--- src/rtl/sseg_capture.sv ---
// Rebuilds the four digit patterns of a multiplexed 7-segment display from its anode/segment strobes.
// Define SSEG_CAPTURE_HEX_EN to add the hex0..hex3 inverse-decode outputs.
module sseg_capture #(
  parameter int STABLE  = 4,
  parameter int TO_BITS = 20
) (
  input  logic       clk,
  input  logic       reset,
  input  logic [3:0] an,
  input  logic [7:0] sseg,
  output logic [7:0] dig0,
  output logic [7:0] dig1,
  output logic [7:0] dig2,
  output logic [7:0] dig3,
  output logic [3:0] valid,
  output logic       frame_tick,
  output logic       err,
  output logic       stale,
  output logic [1:0] fsm_state
`ifdef SSEG_CAPTURE_HEX_EN
  ,
  output logic [4:0] hex0,
  output logic [4:0] hex1,
  output logic [4:0] hex2,
  output logic [4:0] hex3
`endif
);

  localparam logic [1:0] IDLE  = 2'd0;
  localparam logic [1:0] TRACK = 2'd1;
  localparam logic [1:0] HOLD  = 2'd2;

  localparam logic [7:0] STABLE_M1 = 8'(STABLE - 1);

  logic [1:0]         state;
  logic [3:0]         an_q;
  logic [3:0]         an_p;
  logic [7:0]         sseg_q;
  logic [7:0]         sseg_p;
  logic [7:0]         cnt;
  logic [TO_BITS-1:0] stall;
  logic               err_d;

  logic       an_legal;
  logic       an_blank;
  logic       an_illegal;
  logic       same;
  logic       capture;
  logic [3:0] cap_bit;
  logic [3:0] valid_next;

  always_comb begin
    an_legal   = (an_q == 4'b1110) || (an_q == 4'b1101) ||
                 (an_q == 4'b1011) || (an_q == 4'b0111);
    an_blank   = (an_q == 4'b1111);
    an_illegal = !an_legal && !an_blank;
    same       = (an_q == an_p) && (sseg_q == sseg_p);
    capture    = (state == TRACK) && same && (cnt == STABLE_M1);
    cap_bit    = ~an_q;
    // A full valid mask is cleared on the edge that raises frame_tick.
    valid_next = (valid == 4'hF) ? 4'h0 : valid;
    if (capture) begin
      valid_next = valid_next | cap_bit;
    end
  end

  assign stale     = &stall;
  assign fsm_state = state;

  always_ff @(posedge clk) begin
    if (reset) begin
      state      <= IDLE;
      an_q       <= 4'hF;
      an_p       <= 4'hF;
      sseg_q     <= 8'hFF;
      sseg_p     <= 8'hFF;
      cnt        <= '0;
      stall      <= '0;
      err_d      <= 1'b0;
      err        <= 1'b0;
      frame_tick <= 1'b0;
      valid      <= 4'h0;
      dig0       <= 8'hFF;
      dig1       <= 8'hFF;
      dig2       <= 8'hFF;
      dig3       <= 8'hFF;
    end else begin
      an_q   <= an;
      sseg_q <= sseg;
      an_p   <= an_q;
      sseg_p <= sseg_q;

      // Only the first sample of an illegal anode run flags; err lags by one stage.
      err_d      <= an_illegal && (an_q != an_p);
      err        <= err_d;
      frame_tick <= (valid == 4'hF);
      valid      <= valid_next;

      if (capture) begin
        stall <= '0;
      end else if (!stale) begin
        stall <= stall + 1'b1;
      end

      if (capture) begin
        case (an_q)
          4'b1110: dig0 <= sseg_q;
          4'b1101: dig1 <= sseg_q;
          4'b1011: dig2 <= sseg_q;
          4'b0111: dig3 <= sseg_q;
          default: ;
        endcase
      end

      case (state)
        IDLE: begin
          if (an_legal) begin
            state <= TRACK;
            cnt   <= '0;
          end
        end
        TRACK: begin
          if (!same) begin
            cnt <= '0;
            if (!an_legal) state <= IDLE;
          end else if (cnt == STABLE_M1) begin
            state <= HOLD;
          end else begin
            cnt <= cnt + 8'd1;
          end
        end
        HOLD: begin
          if (!an_legal) begin
            state <= IDLE;
          end else if (!same) begin
            state <= TRACK;
            cnt   <= '0;
          end
        end
        default: state <= IDLE;
      endcase
    end
  end

`ifdef SSEG_CAPTURE_HEX_EN
  // Inverse of the active-low {a..g} hex glyph table; unknown glyphs map to {0,0}.
  function automatic logic [4:0] seg_to_hex(input logic [6:0] seg);
    logic [4:0] r;
    case (seg)
      7'h01:   r = 5'h10;
      7'h4F:   r = 5'h11;
      7'h12:   r = 5'h12;
      7'h06:   r = 5'h13;
      7'h4C:   r = 5'h14;
      7'h24:   r = 5'h15;
      7'h20:   r = 5'h16;
      7'h0F:   r = 5'h17;
      7'h00:   r = 5'h18;
      7'h04:   r = 5'h19;
      7'h08:   r = 5'h1A;
      7'h60:   r = 5'h1B;
      7'h31:   r = 5'h1C;
      7'h42:   r = 5'h1D;
      7'h30:   r = 5'h1E;
      7'h38:   r = 5'h1F;
      default: r = 5'h00;
    endcase
    return r;
  endfunction

  always_ff @(posedge clk) begin
    if (reset) begin
      hex0 <= 5'h00;
      hex1 <= 5'h00;
      hex2 <= 5'h00;
      hex3 <= 5'h00;
    end else begin
      hex0 <= seg_to_hex(dig0[6:0]);
      hex1 <= seg_to_hex(dig1[6:0]);
      hex2 <= seg_to_hex(dig2[6:0]);
      hex3 <= seg_to_hex(dig3[6:0]);
    end
  end
`endif

endmodule
--- config.mk ---
export PLATFORM = sky130hd
export DESIGN_NAME = sseg_capture
export DESIGN_NICKNAME = d
export VERILOG_FILES = /design/src/rtl/sseg_capture.sv
export SDC_FILE = /design/constraint.sdc
export NUM_CORES = 1
export LEC_CHECK = 0
export BUFFER_PORTS_ARGS = -buffer_cell sky130_fd_sc_hd__buf_2
export CORE_MARGIN = 2
export CORE_UTILIZATION = 55
export DETAILED_ROUTE_END_ITERATION = 6
export PLACE_DENSITY = 0.79
export RECOVER_POWER = 25
export SLEW_MARGIN = 15
export SYNTH_ARGS = -nofsm -noshare
export SYNTH_HDL_FRONTEND = slang
export SYNTH_SLANG_ARGS = --single-unit
--- constraint.sdc ---
create_clock -name clk -period 6.37 [get_ports clk]
set_input_delay 0.637 -clock clk [delete_from_list [all_inputs] [get_ports clk]]
set_output_delay 0.637 -clock clk [all_outputs]
set_load 0.03 [all_outputs]
==> impl_metrics.csv, run 1 <==
group,metric,value,unit
sta,fin_crit,3.05,ns
global_routing,grt_overflow,0,
clock_tree,post-cts-setup-buffers,0,
sta,hold_viol,0,
clock_tree,cts_buffer_depth,2,
sta,min_period_over_period,0.478,
cells_and_area,n_fill_cell,599,
global_routing,antenna_found_initial,0,
synth,ys_seq_elements,93,
sta,skew,0.0153,ns
run_status,status,"finished with violations",
critical_path,r2r-start,"cnt[0]$_SDFFE_PP0P_",
clock_tree,clock-sinks,93,
critical_path,critPathArrivalTime,3.30,ns
global_routing,grt_pass1_wl,13.0,mm
pwr,p_total,1.11,mW
cells_and_area,drive_gt1_frac,0.239,
drt,drtPass1Iterations,4,
synth,synth_nets,420,
synth,syn_area,3970,sq um
die,ioPinCount,55,
die,rows,30,
die,start_util,0.575,
placement,port_buffers,54,
min_path,min_to,"sseg_q[1]$_SDFF_PP1_",
clock_tree,clkLatencyLatePin,0.36,ns
die,dieArea,7920,sq um
critical_path,reg2reg_depth,6,
min_path,hold_class,"input port to register",
cells_and_area,antenna_cells,0,
synth,yosys_most_used_dff,"dfxtp_1",
pwr,p_per_area,248,nW/um^2
cells_and_area,nets,467,
sta,timing.setup.tns,0,ns
pwr,leakage,1.58,nW
pwr,power_frac_comb,0.054,
pwr,p_sw,268,uW
synth,synth-seq-area-share,0.469,
clock_tree,cts_tree,"done",
placement,gp_congestion,0.874,
pwr,switching_share,0.241,
critical_path,required,6.62,ns
pwr,clkPwrFrac,0.400,
critical_path,path_class,"input port to register",
critical_path,critPathMaxFanout,66,
min_path,hold_start,"sseg[1]",
die,die_x,89,um
critical_path,startpoint_type,"input port",
die,dieHeight,89,um
global_routing,grt_pass1_vias,2808,
pwr,intPower,844,uW
clock_tree,cts_made_buffers,9,
global_routing,grt_max_degree,67,
critical_path,cp-end-kind,"register",
drt,wire_per_inst,14.2,um
clock_tree,cts_repair_resize_count,0,
synth,synth_cell_types,51,
drt,drc,0,
drt,antenna_left,0,
run,max_cap_violations,1,
clock_tree,ctsHoldBuffers,0,
cells_and_area,area.growth.synth_to_final,13.0,%
synth,ys_top_cells_by_area,"dfxtp_1 (47%), a211o_1 (7.3%), xnor2_1 (5.7%)",
cells_and_area,seq_area,1860,sq um
sta,rsz0062_at_grt,"no",
global_routing,grt.total_usage,0.210,
sta,relSlewSlack,-0.698,
critical_path,timing.rr.end,"dig3[5]$_SDFFE_PP1P_",
pwr,ir_worst_vdd,0.000149,V
synth,ys_warn_count,0,
sta,finalSetupViolations,0,
synth,avgSynthCellArea,9.84,sq um
drt,vias,3040,
sta,timing.final.max_slew_violations,67,
sta,hold_ws,0.444,ns
placement,dp_hpwl,5.27,mm
synth,synth_edf_count,0,
critical_path,reg2reg_slack,3.87,ns
drt,wl,7.83,mm
synth,async_reset_ff_frac,0,
synth,synth_top_area_cell,"dfxtp_1",
clock_tree,htreeDepth,3,
drt,viasPerCell,5.51,
die,core,6910,sq um
synth,synth_cells,404,
run_status,failed_checks,"capacitance limit, slew limit",
sta,tightestPinTransition,2.55,ns
sta,fmax,328,MHz
pwr,seqPwrFrac,0.546,
clock_tree,clkTransAtPathRegs,0.10,ns
cells_and_area,multi_input_area,1980,sq um
synth,synth_top_area_share,0.469,
drt,drtIter0Drc,157,
clock_tree,clockRootBuffer,"clkbuf_8",
min_path,holdPathStages,2,
==> synth_stat cells, drive strengths merged (12+ instances only) <==
library cell and count:
a211o 33, a21oi 15, buf 12, dfxtp 93
nand2 19, nand3 16, nand4 12, nor2 22
nor2b 31, or2 28, xnor2 26
==> how the worst max path moves through the flow <==
stage / start / cells after the start / end
after floorplan: stall[0]$_SDFFE_PP0N_ / 6 / stale
after global placement: reset / 5 / valid[3]$_SDFF_PP0_
after detailed placement: reset / 5 / valid[3]$_SDFF_PP0_
after CTS: stall[17]$_SDFFE_PP0N_ / 5 / stale
after global routing: reset / 5 / cnt[1]$_SDFFE_PP0P_
final: reset / 5 / cnt[1]$_SDFFE_PP0P_
==> sequential cells by signal, summed over array words and instances (netlist names), 4 cells and up <==
| signal | flops |
|---|---|
| dig2 | 8 |
| dig1 | 8 |
| sseg_p | 8 |
| sseg_q | 8 |
| cnt | 8 |
| an_p | 4 |
| dig3 | 8 |
| an_q | 4 |
| stall | 20 |
| dig0 | 8 |
| valid | 4 |
==> metal layers <==
| metal | part of all wire | up-vias | global-route usage |
|---|---|---|---|
| met5 | 0 | - | 0 |
| met4 | 0.016 | 0 | 0.0828 |
| met3 | 0.041 | 12 | 0.0397 |
| met2 | 0.45 | 62 | 0.318 |
| met1 | 0.49 | 1440 | 0.297 |
| li1 | - | 1526 | - |
==> cell type report <==
class / count / share of cell area
clock buffers: 9 / 0.0276
clock inverters: 7 / 0.0234
inverters: 4 / 0.00334
multi-input cells: 286 / 0.442
flip-flops and latches: 93 / 0.414
well taps: 96 / 0.0267
repair buffers: 57 / 0.0630
==> power groups by stage <==
stage | Clock [mW] | Sequential [mW] | Combinational, mW
2_1_floorplan | 0 | 0.615 | 0.0509
3_3_place_gp | 0 | 0.621 | 0.0587
3_5_place_dp | 0 | 0.621 | 0.0600
4_1_cts | 0.453 | 0.608 | 0.0600
5_1_grt | 0.476 | 0.610 | 0.0666
6_report | 0.445 | 0.608 | 0.0600
==> cells in the final DEF (no fill, tap or decap), types with 3 or more instances in the layout <==
master and n:
dfxtp_1 93, a211o_1 33, and4_1 3, nor3_1 9, nor2b_1 31, nor2_1 22, buf_4 3, or2_2 27
nand2_1 19, and3_1 6, a31oi_1 3, and2_1 3, nand2b_1 6, clkbuf_8 9, nor4_2 4, nand4_1 10
inv_1 4, nor4bb_1 4, o21ai_2 4, xnor2_1 26, buf_2 46, a21oi_1 15, a211oi_1 3, a21o_1 7
clkbuf_1 8, or4_1 4, nand3_1 16, and2b_1 5
==> cells by family after synthesis <==
logic type               synth area share
flip-flops                          0.469
multiplexers                      0.00535
buffers and inverters              0.0340
AO/OA/AOI/OAI                       0.151
XOR/XNOR                           0.0573
AND/OR/NAND/NOR                     0.277
adder cells (fa/ha/maj)           0.00630
==> critical path, cell delays in order <==
cell and delay, ns:
clkbuf_1 1.78, nand2b_1 0.23, or4_1 0.30, nor2_1 0.07, mux2_2 0.26
==> through the flow <==
step,setup slack (ns),util,cell area (sq um),cells
6_report,3.32,0.650,4490,552
3_5_place_dp,3.90,0.619,4270,536
2_1_floorplan,4.19,-,3970,404
4_1_cts,3.55,0.652,4500,552
5_1_grt,2.99,0.650,4490,552
3_3_place_gp,3.93,0.619,4270,536
(Power assumes the default switching activity.)
==> run 2: changes to the inputs <==
--- a/config.mk
+++ b/config.mk
@@ -5,11 +5,12 @@
 export SDC_FILE = /design/constraint.sdc
 export NUM_CORES = 1
 export LEC_CHECK = 0
+export ABC_AREA = 1
 export BUFFER_PORTS_ARGS = -buffer_cell sky130_fd_sc_hd__buf_2
 export CORE_MARGIN = 2
-export CORE_UTILIZATION = 55
+export CORE_UTILIZATION = 51
 export DETAILED_ROUTE_END_ITERATION = 6
-export PLACE_DENSITY = 0.79
+export PLACE_DENSITY = 0.77
 export RECOVER_POWER = 25
 export SLEW_MARGIN = 15
 export SYNTH_ARGS = -nofsm -noshare
==> constraint.sdc (replaced) <==
create_clock -name clk -period 2.47 [get_ports clk]
set_input_delay 0.247 -clock clk [delete_from_list [all_inputs] [get_ports clk]]
set_output_delay 0.247 -clock clk [all_outputs]
set_load 0.03 [all_outputs]
==> run 2 against run 1 <==
  * Hold slack got worse by 0.37 ns
  * Die area is 5.4% higher
  * Via count is 12% higher
  * Largest cell class is now registers
  * Utilization down 4.3 points
  * Critical endpoint is now stale
  * Cell count grew 23%
  * The run now ends clean
  * Sequential power grew to 2.6 times the previous value
  * Setup slack worse by 3.1 ns
  * Wire length rose by 4.4%
  * Sequential cell count did not move
==> impl_metrics.csv, run 2 <==
group,metric,value,unit
run_status,status,"complete, no violations",
drt,viasPerCell,5.00,
pwr,p_total,2.92,mW
critical_path,critPathArrivalTime,1.99,ns
cells_and_area,largest_reg_flops,20,
pwr,p_per_area,657,nW/um^2
sta,timing.final.max_slew_violations,0,
critical_path,path_delay_family,"simple AND/OR/NAND/NOR gates",
cells_and_area,drive_gt1_frac,0.174,
critical_path,cp_slowest_cell,"dfxtp_1",
drt,wl_met1,3.62,mm
clock_tree,cts_repair_resize_count,0,
critical_path,path_class,"register to primary output",
synth,synth_edf_count,0,
cells_and_area,seq_area,1860,sq um
die,die_x,91.4,um
clock_tree,cts_tree,"done",
placement,place_area,4240,sq um
sta,hold_viol,0,
cells_and_area,final_cells,679,
synth,yosys_most_used_dff,"dfxtp_1",
clock_tree,post-cts-setup-buffers,0,
placement,port_buffers,54,
synth,avgSynthCellArea,7.50,sq um
synth,synth_cells,519,
drt,wire_per_inst,12.0,um
clock_tree,htreeDepth,3,
synth,ys_top_cells_by_area,"dfxtp_1 (48%), nand2_1 (14%), nand3_1 (5.0%)",
synth,async_reset_ff_frac,0,
cells_and_area,finalInstanceArea,4450,sq um
clock_tree,cts_made_buffers,9,
synth,synth_cell_types,25,
clock_tree,clockRootBuffer,"clkbuf_8",
cells_and_area,nets,591,
cells_and_area,largest_register,"stall",
pwr,leakage,2.12,nW
sta,relSlewSlack,0.0213,
run,max_cap_violations,0,
synth,syn_area,3890,sq um
cells_and_area,area.growth.synth_to_final,14.3,%
clock_tree,cts_buffer_depth,2,
clock_tree,clock-sinks,93,
drt,drtPass1Iterations,4,
global_routing,grt.total_usage,0.203,
critical_path,critPathMaxFanout,5,
placement,place_ws,0.354,ns
sta,fin_crit,2.24,ns
sta,finalSetupViolations,0,
critical_path,cp-end-kind,"primary output",
synth,ys_warn_count,0,
placement,dp_hpwl,5.93,mm
placement,dp.cells,663,
sta,skew,0.0154,ns
drt,top_layer,"met4",
min_path,hold_class,"input port to register",
synth,yosysMostFrequentCell,"nand2_1",
synth,synth_nets,535,
sta,rsz0062_at_grt,"no",
placement,gp_congestion,0.884,
clock_tree,clkLatencyLatePin,0.36,ns
critical_path,critPathBufInv,3,
cells_and_area,final_cell_mix,"nand2_1 (141), dfxtp_1 (92), nor2_1 (51)",
cells_and_area,n_fill_cell,674,
critical_path,startpoint_type,"register",
sta,setup_ws,0.229,ns
drt,vias,3397,
sta,timing.setup.tns,0,ns
drt,wl,8.18,mm
cells_and_area,antenna_cells,0,
sta,tightestPinTransition,1.47,ns
die,rows,31,
global_routing,grt_overflow,0,
critical_path,required,2.22,ns
synth,synth_top_area_cell,"dfxtp_1",
die,ioPinCount,55,
drt,drtIter0Drc,209,
clock_tree,ctsHoldBuffers,0,
global_routing,antenna_found_initial,0,
drt,dr_wl_met3,401,um
global_routing,grt_max_degree,37,
cells_and_area,final_common_cell,"nand2_1",
cells_and_area,multi_input_area,1720,sq um
die,dieArea,8350,sq um
critical_path,cp_cell_sequence,"ha_2 > nand3_1 > inv_2 > nand2_1 > nor2_2 > nand2_1 > nor2_1 > nand2_2 > inv_2 > clkbuf_4",
synth,synth-seq-area-share,0.478,
synth,ys_seq_elements,93,
synth,synth_commonest_cells,"nand2_1 (142), dfxtp_1 (93), inv_1 (52), nor2_1 (52), nand3_1 (39)",
global_routing,grt_pass1_wl,14.0,mm
synth,synth_top_area_share,0.478,
drt,antenna_left,0,
die,core,7330,sq um
clock_tree,clkTransAtPathRegs,0.09,ns
sta,min_period_over_period,0.907,
global_routing,grt_pass1_vias,3178,
drt,drc,0,
die,dieHeight,91.4,um
die,start_util,0.531,
critical_path,cpPeakStageDelay,0.37,ns
drt,wl_met2,4.08,mm
pwr,ir_worst_vdd,0.000342,V
sta,fmax,446,MHz
## run 2: per-layer routing
metal / up-vias / global-route usage
li1: 1773 / -
met1: 1534 / 0.255
met2: 81 / 0.354
met3: 9 / 0.0340
met4: 0 / 0.0669
met5: - / 0
## run 2: worst register-to-register path: cells and delay by family (launching register included)
family | cells | cell delay (ns)
AND/OR/NAND/NOR | 9 | 1.17
flip-flops | 1 | 0.39
buffers and inverters | 3 | 0.54
## run 2: path summary, 6_finish.rpt
path / slack, ns / startpoint / to / depth (start not counted)
max: 0.23 / stall[1]$_SDFFE_PP0N_ / stale / 10
min: 0.07 / an[0] / an_q[0]$_SDFF_PP1_ / 2
max reg2reg: 0.31 / sseg_q[1]$_SDFF_PP1_ / dig2[7]$_SDFFE_PP1P_ / 12
min reg2reg: 0.42 / err_d$_SDFF_PP0_ / err$_SDFF_PP0_ / 2
## run 2: cell families after synthesis
family	count (synthesis)	synth area share
compound gates	47	0.0713
buf+inv	74	0.0813
xor+xnor	18	0.0405
fa+ha+maj	2	0.00643
simple gates	285	0.322
flops	93	0.478
## run 2: final cells by class
| class | instances | area share |
|---|---|---|
| multi-input combinational | 352 | 0.387 |
| timing repair buffer | 60 | 0.0678 |
| inverter | 59 | 0.0498 |
| clock inverter | 7 | 0.0208 |
| tap | 99 | 0.0278 |
| clock buffer | 9 | 0.0278 |
| sequential | 93 | 0.419 |
## run 2: per-stage QoR
stage | hold WS [ns] | util
after floorplan | 0.351 | -
after global placement | 0.389 | 0.578
after detailed placement | 0.413 | 0.578
after CTS | 0.0624 | 0.608
after global routing | 0.0569 | 0.607
final | 0.0722 | 0.607
## run 2: where the power goes
part           leakage, nW  switching, mW  internal [mW]
Combinational         1.26          0.170         0.0959
Clock                0.103          0.576          0.494
Sequential           0.759         0.0455           1.54
==> run 3: changes to the inputs <==
--- a/config.mk
+++ b/config.mk
@@ -8,10 +8,9 @@
 export ABC_AREA = 1
 export BUFFER_PORTS_ARGS = -buffer_cell sky130_fd_sc_hd__buf_2
 export CORE_MARGIN = 2
-export CORE_UTILIZATION = 51
+export CORE_UTILIZATION = 50
 export DETAILED_ROUTE_END_ITERATION = 6
-export PLACE_DENSITY = 0.77
-export RECOVER_POWER = 25
+export PLACE_DENSITY = 0.76
 export SLEW_MARGIN = 15
 export SYNTH_ARGS = -nofsm -noshare
 export SYNTH_HDL_FRONTEND = slang
==> run 3 against run 2 <==
  * Die area is 1.9% higher
  * Via count is 0.53% higher
  * Wire length is 2.0% lower
  * First-iteration DRC count is 5.7% higher
  * Sequential share of layout area hardly changed
  * Sequential cell count stayed put
  * Register-to-register slack hardly changed
==> impl_metrics.csv, run 3 (synthesized netlist as in run 2, its figures left out) <==
group,metric,value,unit
drt,antenna_left,0,
critical_path,path_delay_family,"simple AND/OR/NAND/NOR gates",
die,start_util,0.509,
drt,drtIter0Drc,221,
drt,top_layer,"met4",
clock_tree,clockRootBuffer,"clkbuf_8",
cells_and_area,drive_gt1_frac,0.181,
critical_path,reg2reg_slack,0.30,ns
sta,timing.setup.tns,0,ns
global_routing,grt_pass1_vias,2998,
critical_path,r2r-start,"cnt[0]$_SDFFE_PP0P_",
sta,fin_crit,2.29,ns
pwr,p_per_area,645,nW/um^2
critical_path,cp_cell_sequence,"ha_1 > nand3_1 > inv_1 > nand2_1 > nor2_2 > nand2_1 > nor2_1 > nand2_1 > inv_1 > clkbuf_4",
sta,min_period_over_period,0.927,
sta,setup_ws,0.179,ns
clock_tree,cts_buffer_depth,2,
min_path,holdPathStages,2,
critical_path,cp_common_cell,"nand2_1",
cells_and_area,nets,590,
drt,vias,3415,
clock_tree,clock-sinks,93,
sta,hold_ws,0.0456,ns
drt,wl_met1,3.81,mm
global_routing,grt_pass1_wl,13.4,mm
clock_tree,cts_made_buffers,9,
drt,viasPerCell,5.01,
pwr,leakage,2.15,nW
placement,port_buffers,54,
die,ioPinCount,55,
drt,wire_per_inst,11.8,um
cells_and_area,seq_area,1860,sq um
critical_path,timing.rr.end,"dig3[7]$_SDFFE_PP1P_",
die,die_x,92.2,um
sta,hold_viol,0,
cells_and_area,largest_reg_flops,20,
critical_path,critPathArrivalTime,2.04,ns
drt,dr_wl_met3,378,um
critical_path,cp-end-kind,"primary output",
die,core,7650,sq um
global_routing,grt.total_usage,0.195,
sta,fmax,437,MHz
cells_and_area,post-route-util,0.582,
die,rows,32,
critical_path,required,2.22,ns
sta,timing.final.max_slew_violations,0,
sta,rsz0062_at_grt,"no",
clock_tree,cts_repair_resize_count,0,
critical_path,critPathBufInv,3,
drt,wl,8.02,mm
cells_and_area,area.growth.synth_to_final,14.2,%
cells_and_area,final_cell_mix,"nand2_1 (142), dfxtp_1 (92), buf_2 (53)",
die,dieArea,8510,sq um
critical_path,cp_slowest_cell,"dfxtp_1",
cells_and_area,final_common_cell,"nand2_1",
clock_tree,post-cts-setup-buffers,0,
sta,relSlewSlack,0.693,
clock_tree,cts_tree,"done",
die,dieHeight,92.2,um
placement,place_ws,0.405,ns
critical_path,path_class,"register to primary output",
drt,wl_met2,3.74,mm
cells_and_area,n_fill_cell,698,
cells_and_area,multi_input_area,1720,sq um
cells_and_area,antenna_cells,0,
critical_path,cpPeakStageDelay,0.38,ns
cells_and_area,largest_register,"stall",
clock_tree,ctsHoldBuffers,0,
min_path,hold_class,"input port to register",
clock_tree,clkTransAtPathRegs,0.11,ns
min_path,hold_start,"sseg[2]",
clock_tree,clkLatencyLatePin,0.37,ns
run_status,status,"complete, no violations",
run,max_cap_violations,0,
critical_path,critPathMaxFanout,5,
critical_path,startpoint_type,"register",
pwr,ir_worst_vdd,0.000383,V
drt,drc,0,
global_routing,grt_max_degree,37,
sta,finalSetupViolations,0,
placement,dp_hpwl,5.81,mm
global_routing,antenna_found_initial,0,
global_routing,grt_overflow,0,
drt,drtPass1Iterations,4,
clock_tree,htreeDepth,3,
sta,skew,0.0210,ns
critical_path,reg2reg_depth,11,
placement,gp_congestion,0.906,
sta,tightestPinTransition,0.458,ns
min_path,min_to,"sseg_q[2]$_SDFF_PP1_",
-- run 3: area by class of cell --
class	count	share of cell area
clock inverter	7	0.0188
clock buffer	9	0.0278
multi-input combinational	352	0.386
timing repair buffer	59	0.0698
inverter	59	0.0498
tap	102	0.0287
sequential	93	0.419
-- run 3: worst reg2reg max path, cell delays in order, from the launching register on --
cell,delay (ns)
dfxtp_1,0.40
ha_1,0.22
inv_1,0.05
nor3_1,0.18
nand3_1,0.15
inv_1,0.14
nand4_4,0.21
inv_2,0.14
nand2_1,0.29
inv_1,0.21
nand2_1,0.08
nand3_1,0.07
-- run 3: layer usage --
metal | global-route usage | up-vias
li1 | - | 1777
met4 | 0.0547 | 0
met3 | 0.0460 | 8
met2 | 0.318 | 76
met5 | 0 | -
met1 | 0.260 | 1554
-- run 3: how the worst max path moves through the flow --
stage,start,endpoint,slack [ns],cells after the start
6_report,stall[1]$_SDFFE_PP0N_,stale,0.18,10
5_1_grt,stall[1]$_SDFFE_PP0N_,stale,0.006,10
4_1_cts,stall[0]$_SDFFE_PP0N_,stale,0.09,10
3_5_place_dp,an_q[1]$_SDFF_PP1_,dig3[7]$_SDFFE_PP1P_,0.40,12
3_3_place_gp,an_q[1]$_SDFF_PP1_,dig3[7]$_SDFFE_PP1P_,0.45,12
2_1_floorplan,stall[0]$_SDFFE_PP0N_,stall[4]$_SDFFE_PP0N_,0.67,11
-- run 3: per-stage QoR --
step	instances	total power, mW	instance area, sq um
global placement	665	1.88	4230
CTS	681	2.89	4440
finish	681	2.87	4450
global route	681	3.00	4450
detailed placement	665	1.88	4230
floorplan	519	1.81	3890
-- run 3: report_power, final --
part / switching (mW) / leakage [nW] / internal (mW)
Clock: 0.609 / 0.105 / 0.409
Sequential: 0.0435 / 0.759 / 1.54
Combinational: 0.169 / 1.28 / 0.0959
Total: 0.822 / 2.15 / 2.05
